$ cat src/rtl/updi_double_break.sv
// UPDI double-break generator: holds the pad low for two breaks separated by gaps, with UART hold-off.
// Optional RX drain after the second gap is enabled by defining UPDI_DB_RX_FLUSH_EN.
module updi_double_break #(
    parameter int BREAK_CLKS = 1250000,
    parameter int GAP_CLKS   = 50000,
    parameter int CNT_BITS   = $clog2((BREAK_CLKS > GAP_CLKS) ? BREAK_CLKS : GAP_CLKS) + 1
) (
    input  logic clk,
    input  logic rst,
    input  logic start,
    output logic busy,
    output logic done,
    output logic updi_low,
    output logic uart_hold,
    input  logic uart_tx_idle,
    input  logic uart_rx_fifo_empty,
    output logic uart_rx_fifo_rd_en
);

    // state   | meaning
    // IDLE    | waiting for start
    // WAIT_TX | UART held, waiting for TX to drain
    // BREAK1  | pad forced low, first break
    // GAP1    | pad released between breaks
    // BREAK2  | pad forced low, second break
    // GAP2    | pad released after second break
    // FLUSH   | popping RX bytes echoed/garbled by the breaks
    // DONE    | one-cycle completion pulse
    typedef enum logic [2:0] {
        IDLE, WAIT_TX, BREAK1, GAP1, BREAK2, GAP2, FLUSH, DONE
    } state_t;

    if (BREAK_CLKS < 1 || GAP_CLKS < 1) begin : g_param_check
        $error("updi_double_break: BREAK_CLKS and GAP_CLKS must be at least 1");
    end

    localparam logic [CNT_BITS-1:0] BREAK_LOAD = CNT_BITS'(BREAK_CLKS - 1);
    localparam logic [CNT_BITS-1:0] GAP_LOAD   = CNT_BITS'(GAP_CLKS - 1);

    state_t              state, state_nxt;
    logic [CNT_BITS-1:0] cnt, cnt_nxt;
    logic                cnt_zero;

    assign cnt_zero = (cnt == '0);

    always_comb begin
        state_nxt = state;
        cnt_nxt   = cnt;
        case (state)
            IDLE: begin
                if (start) state_nxt = WAIT_TX;
            end
            WAIT_TX: begin
                if (uart_tx_idle) begin
                    state_nxt = BREAK1;
                    cnt_nxt   = BREAK_LOAD;
                end
            end
            BREAK1: begin
                if (cnt_zero) begin
                    state_nxt = GAP1;
                    cnt_nxt   = GAP_LOAD;
                end else begin
                    cnt_nxt = cnt - 1'b1;
                end
            end
            GAP1: begin
                if (cnt_zero) begin
                    state_nxt = BREAK2;
                    cnt_nxt   = BREAK_LOAD;
                end else begin
                    cnt_nxt = cnt - 1'b1;
                end
            end
            BREAK2: begin
                if (cnt_zero) begin
                    state_nxt = GAP2;
                    cnt_nxt   = GAP_LOAD;
                end else begin
                    cnt_nxt = cnt - 1'b1;
                end
            end
            GAP2: begin
                if (cnt_zero) begin
`ifdef UPDI_DB_RX_FLUSH_EN
                    state_nxt = FLUSH;
`else
                    state_nxt = DONE;
`endif
                end else begin
                    cnt_nxt = cnt - 1'b1;
                end
            end
`ifdef UPDI_DB_RX_FLUSH_EN
            FLUSH: begin
                if (uart_rx_fifo_empty) state_nxt = DONE;
            end
`endif
            DONE: begin
                state_nxt = IDLE;
            end
            default: begin
                state_nxt = IDLE;
                cnt_nxt   = '0;
            end
        endcase
    end

    always_ff @(posedge clk or negedge rst) begin
        if (!rst) begin
            state <= IDLE;
            cnt   <= '0;
        end else begin
            state <= state_nxt;
            cnt   <= cnt_nxt;
        end
    end

    // Outputs are registered copies of the state decode, so they change only with state.
    always_ff @(posedge clk or negedge rst) begin
        if (!rst) begin
            busy      <= 1'b0;
            uart_hold <= 1'b0;
            updi_low  <= 1'b0;
            done      <= 1'b0;
        end else begin
            busy      <= (state_nxt != IDLE);
            uart_hold <= (state_nxt != IDLE);
            updi_low  <= (state_nxt == BREAK1) || (state_nxt == BREAK2);
            done      <= (state_nxt == DONE);
        end
    end

`ifdef UPDI_DB_RX_FLUSH_EN
    assign uart_rx_fifo_rd_en = (state == FLUSH) && !uart_rx_fifo_empty;
`else
    logic unused_rx_fifo_empty;
    assign unused_rx_fifo_empty = uart_rx_fifo_empty;
    assign uart_rx_fifo_rd_en   = 1'b0;
`endif

endmodule
$ cat config.mk
export PLATFORM = sky130hd
export DESIGN_NAME = updi_double_break
export DESIGN_NICKNAME = d
export VERILOG_FILES = /design/src/rtl/updi_double_break.sv
export SDC_FILE = /design/constraint.sdc
export NUM_CORES = 1
export LEC_CHECK = 0
export ABC_AREA = 1
export BUFFER_PORTS_ARGS = -buffer_cell sky130_fd_sc_hd__clkbuf_2
export CAP_MARGIN = 20
export CORE_UTILIZATION = 35
export CTS_BUF_LIST = sky130_fd_sc_hd__clkbuf_2
export CTS_CLUSTER_SIZE = 16
export DETAILED_ROUTE_END_ITERATION = 10
export MAX_ROUTING_LAYER = met4
export PLACE_DENSITY_LB_ADDON = 0.15
export SYNTH_ARGS = -nofsm -noshare
export SYNTH_HDL_FRONTEND = slang
export SYNTH_SLANG_ARGS = --single-unit
$ cat constraint.sdc
create_clock -name clk -period 4.05 [get_ports clk]
set_input_delay 0.405 -clock clk [delete_from_list [all_inputs] [get_ports clk]]
set_output_delay 0.405 -clock clk [all_outputs]
set_load 0.02 [all_outputs]
==> impl_metrics.xml <==
<?xml version="1.0" encoding="UTF-8"?>
<metrics>
  <group name="flow_run">
    <metric name="number_of_maximum_capacitance_constraint_violations" unit="">0</metric>
  </group>
  <group name="grt">
    <metric name="largest_net_degree_at_the_start_of_global_routing" unit="">29</metric>
    <metric name="first_global_vias" unit="">1799</metric>
    <metric name="globalRouteTotalUtil" unit="%">18.5</metric>
    <metric name="antenna_found_initial" unit="">0</metric>
    <metric name="globalRouteOverflowTotal" unit="">0</metric>
    <metric name="grt_first_pass_wirelength" unit="mm">8.85</metric>
  </group>
  <group name="sta">
    <metric name="final.setup_skew" unit="ps">17.0</metric>
    <metric name="finalCritPeriodShare" unit="%">48.1</metric>
    <metric name="fmaxAchievable" unit="MHz">513</metric>
    <metric name="finalCriticalPeriod" unit="ps">1950</metric>
    <metric name="fin_setup_tns" unit="ps">0</metric>
    <metric name="hold_violations" unit="">0</metric>
    <metric name="slew-limit-headroom" unit="%">51.0</metric>
    <metric name="setup_violations" unit="">0</metric>
    <metric name="tightestPinTransition" unit="ps">735</metric>
    <metric name="rsz0062_at_grt" unit="">false</metric>
    <metric name="drv_slew" unit="">0</metric>
  </group>
  <group name="place">
    <metric name="placed_cells_incl_taps" unit="">390</metric>
    <metric name="hpwl" unit="mm">3.88</metric>
    <metric name="place_congestion" unit="">0.837</metric>
    <metric name="detailed_place.area" unit="mm²">0.00225</metric>
    <metric name="buffer_ports.inserted" unit="">7</metric>
  </group>
  <group name="cts">
    <metric name="cts_buffers" unit="">3</metric>
    <metric name="cts_setup_buffers" unit="">0</metric>
    <metric name="hold_buffers_post_cts" unit="">0</metric>
    <metric name="clock_insertion_delay_worst_skew" unit="ps">380</metric>
    <metric name="cts.sinks" unit="">28</metric>
    <metric name="cts-root-to-sink-buffers" unit="">2</metric>
    <metric name="cts_repair_resize_count" unit="">0</metric>
    <metric name="cts.clk_slew.worst_paths" unit="ps">280</metric>
    <metric name="h-tree-depth" unit="">1</metric>
    <metric name="clock_tree_from_tritoncts" unit="">done</metric>
    <metric name="cts.root.buffer_cell" unit="">sky130_fd_sc_hd__clkbuf_2</metric>
  </group>
  <group name="pwr">
    <metric name="p_seq_share" unit="%">53.7</metric>
    <metric name="pwr_cell_area" unit="mW/mm²">296</metric>
    <metric name="power.clock.fraction" unit="%">16.0</metric>
    <metric name="cellInternalPower" unit="mW">0.403</metric>
    <metric name="power.ir.vdd_worst" unit="µV">179</metric>
    <metric name="leakage" unit="nW">1.16</metric>
    <metric name="p_comb_share" unit="%">30.3</metric>
    <metric name="p_sw_share" unit="%">40.1</metric>
    <metric name="post-layout-total-power" unit="mW">0.672</metric>
    <metric name="net-switching-power" unit="mW">0.269</metric>
  </group>
  <group name="die">
    <metric name="std_cell_rows" unit="">28</metric>
    <metric name="ioPinCount" unit="">10</metric>
    <metric name="initial_core_utilization" unit="%">36.5</metric>
    <metric name="area_enclosed_by_the_die_boundary" unit="mm²">0.00649</metric>
    <metric name="dieHeight" unit="µm">80.6</metric>
    <metric name="fp.coreArea" unit="mm²">0.00592</metric>
    <metric name="floorplan.die.width" unit="µm">80.6</metric>
  </group>
  <group name="synth">
    <metric name="synthMuxAreaShare" unit="%">0</metric>
    <metric name="ys_top_cells_by_area" unit="">sky130_fd_sc_hd__dfrtp_1 32%, sky130_fd_sc_hd__nand2_1 21%, sky130_fd_sc_hd__nor2_1 5.7%, sky130_fd_sc_hd__inv_1 4.9%, sky130_fd_sc_hd__xor2_1 4.5%</metric>
    <metric name="postSynthRegisterBits" unit="">28</metric>
    <metric name="post_synth_design_cell_area" unit="mm²">0.00216</metric>
    <metric name="post_synth_xor_area_fraction" unit="%">4.46</metric>
    <metric name="syn-mean-instance-area" unit="µm²">6.93</metric>
    <metric name="yosysUniqueCellTypes" unit="">31</metric>
    <metric name="synth_simple_gate_area_share" unit="%">50.8</metric>
    <metric name="adder_and_majority_cell_fraction_of_the_synthesized_area" unit="%">1.16</metric>
    <metric name="yosys_warnings" unit="">0</metric>
    <metric name="post-synth-top-area-cell" unit="">sky130_fd_sc_hd__dfrtp_1</metric>
    <metric name="combinational_family_with_the_most_area_after_synthesis" unit="">simple AND/OR/NAND/NOR gates</metric>
    <metric name="synth_compound_area_share" unit="%">3.71</metric>
    <metric name="postSynthCellCount" unit="">312</metric>
    <metric name="syn_nets" unit="">319</metric>
    <metric name="synth-seq-area-share" unit="%">32.4</metric>
    <metric name="synth_largest_type_area_fraction" unit="%">32.4</metric>
  </group>
  <group name="final_layout">
    <metric name="syn2layout_area_growth" unit="%">4.92</metric>
    <metric name="register_area" unit="µm²">701</metric>
    <metric name="multi_input_comb_area" unit="mm²">0.00130</metric>
    <metric name="num-fill-cells" unit="">637</metric>
    <metric name="num-nets-final" unit="">327</metric>
    <metric name="mostFrequentLayoutCells" unit="">120 x sky130_fd_sc_hd__nand2_1, 33 x sky130_fd_sc_hd__nor2_1, 28 x sky130_fd_sc_hd__inv_1, 28 x sky130_fd_sc_hd__dfrtp_1, 19 x sky130_fd_sc_hd__nand3_1</metric>
    <metric name="insertedDiodeCount" unit="">0</metric>
    <metric name="drive_above_1_share" unit="%">16.7</metric>
    <metric name="commonest_non_fill_non_tap_cell_in_the_layout" unit="">sky130_fd_sc_hd__nand2_1</metric>
    <metric name="design_area" unit="mm²">0.00227</metric>
    <metric name="layoutNonFillerInstCount" unit="">393</metric>
  </group>
  <group name="worst_setup_path">
    <metric name="critical_path_required" unit="ps">4370</metric>
    <metric name="worstSetupEndpointType" unit="">flip-flop</metric>
    <metric name="critical_path.startpoint_type" unit="">flip-flop</metric>
    <metric name="setup.reg_to_reg.worst_slack" unit="ps">2100</metric>
    <metric name="cp_data_arrival_time" unit="ps">2270</metric>
    <metric name="crit-reg2reg-capture" unit="">cnt[10]$_DFFE_PN0P_</metric>
    <metric name="crit_path_max_fanout" unit="">18</metric>
    <metric name="r2r.worst_path.cells" unit="">10</metric>
    <metric name="critical_path.reg2reg.startpoint" unit="">cnt[0]$_DFFE_PN0P_</metric>
    <metric name="crit_type" unit="">reg -&gt; reg</metric>
  </group>
  <group name="routing">
    <metric name="avgRoutedWirePerCell" unit="µm">12.9</metric>
    <metric name="wirelength" unit="mm">5.06</metric>
    <metric name="routed-via-count" unit="">1857</metric>
    <metric name="detailedRoute.firstIterationViolations" unit="">68</metric>
    <metric name="via_per_inst" unit="">4.73</metric>
    <metric name="drt_pre_antenna_iters" unit="">4</metric>
    <metric name="drc" unit="">0</metric>
    <metric name="detail-route-antenna-nets" unit="">0</metric>
  </group>
  <group name="hold_path">
    <metric name="hold_class" unit="">in -&gt; async</metric>
  </group>
  <group name="outcome">
    <metric name="status" unit="">finished, final reports clean</metric>
  </group>
</metrics>
## how the worst max path moves through the flow
stage,start,endpoint,depth (start not counted)
5_1_grt,cnt[0]$_DFFE_PN0P_,cnt[21]$_DFFE_PN0P_,10
3_5_place_dp,cnt[0]$_DFFE_PN0P_,cnt[10]$_DFFE_PN0P_,10
2_1_floorplan,cnt[0]$_DFFE_PN0P_,cnt[20]$_DFFE_PN0P_,13
3_3_place_gp,cnt[0]$_DFFE_PN0P_,cnt[21]$_DFFE_PN0P_,10
6_report,cnt[0]$_DFFE_PN0P_,cnt[10]$_DFFE_PN0P_,10
4_1_cts,cnt[0]$_DFFE_PN0P_,cnt[10]$_DFFE_PN0P_,10
## flip-flops by register name (all words and copies together), names as in the netlist
signal / flops
state: 3
done: 1
updi_low: 1
cnt: 22
uart_hold: 1
## cell type report
| class | count | share of cell area (%) |
|---|---|---|
| Multi-Input combinational cell | 248 | 57.5 |
| Sequential cell | 28 | 30.9 |
| Inverter | 32 | 5.30 |
| Tap cell | 75 | 4.14 |
| Timing Repair Buffer | 7 | 1.55 |
| Clock buffer | 3 | 0.662 |
## synth_stat cells
cell type,n
sky130_fd_sc_hd__nor2_8,1
sky130_fd_sc_hd__nand2_1,120
sky130_fd_sc_hd__o21ai_1,3
sky130_fd_sc_hd__nand2_4,3
sky130_fd_sc_hd__conb_1,1
sky130_fd_sc_hd__nand4_1,9
sky130_fd_sc_hd__nor3_1,2
sky130_fd_sc_hd__nand2_2,5
sky130_fd_sc_hd__nor3_4,1
sky130_fd_sc_hd__o21ai_0,5
sky130_fd_sc_hd__o2bb2ai_1,1
sky130_fd_sc_hd__nor2_4,7
sky130_fd_sc_hd__buf_6,2
sky130_fd_sc_hd__nand3_4,2
sky130_fd_sc_hd__nor2_2,12
sky130_fd_sc_hd__o21ai_2,2
sky130_fd_sc_hd__nand3b_2,1
sky130_fd_sc_hd__inv_2,4
sky130_fd_sc_hd__nand3_2,2
sky130_fd_sc_hd__ha_1,2
sky130_fd_sc_hd__xor2_1,11
sky130_fd_sc_hd__dfrtp_1,28
sky130_fd_sc_hd__inv_1,28
sky130_fd_sc_hd__nand3_1,19
sky130_fd_sc_hd__nor2_1,33
sky130_fd_sc_hd__nand4_4,1
sky130_fd_sc_hd__buf_4,2
sky130_fd_sc_hd__and2_1,1
sky130_fd_sc_hd__or2_2,2
sky130_fd_sc_hd__o21bai_1,1
sky130_fd_sc_hd__o22ai_1,1
## stage by stage
stage               hold WS, ps  utilization, %  setup slack (ps)
CTS                        28.9            38.3              2090
global placement            500            38.0              2130
floorplan                   109               -              2490
finish                     19.1            38.3              2100
detailed placement          509            38.0              2110
global route               38.6            38.3              1940
## layer usage
| metal | up-vias | part of all wire, % | track usage, % | wire length, µm |
|---|---|---|---|---|
| met5 | - | 0 | - | 0 |
| met4 | 0 | 0.79 | 3.04 | 40 |
| met3 | 4 | 2.8 | 3.30 | 143 |
| met2 | 20 | 44 | 29.1 | 2240 |
| met1 | 847 | 52 | 25.2 | 2640 |
| li1 | 986 | - | - | - |
## logic make-up (layout without fill, tap and decap cells)
kind of cell,after synthesis,after routing
AND/OR/NAND/NOR,221,221
buffers and inverters,36,42
flip-flops,28,28
AO/OA/AOI/OAI,13,13
XOR/XNOR,11,11
adder cells (fa/ha/maj),2,2
other,1,1
## power groups by stage
stage | clock, mW | sequential (mW) | combinational (mW)
global route | 0.126 | 0.367 | 0.239
finish | 0.107 | 0.361 | 0.204
global placement | 0 | 0.366 | 0.202
floorplan | 0 | 0.353 | 0.169
detailed placement | 0 | 0.366 | 0.204
CTS | 0.114 | 0.361 | 0.205
## worst max-delay path, cell delays in order, from the launching register on
cell and delay, ps:
sky130_fd_sc_hd__dfrtp_1 490, sky130_fd_sc_hd__inv_1 110, sky130_fd_sc_hd__ha_1 240, sky130_fd_sc_hd__nand2_1 130
sky130_fd_sc_hd__nor2_4 60, sky130_fd_sc_hd__nand4_4 130, sky130_fd_sc_hd__nand2_2 80, sky130_fd_sc_hd__nor2_4 390
sky130_fd_sc_hd__nand2_1 140, sky130_fd_sc_hd__nand2_1 100, sky130_fd_sc_hd__nor2_1 40
(Power assumes the default switching activity.)
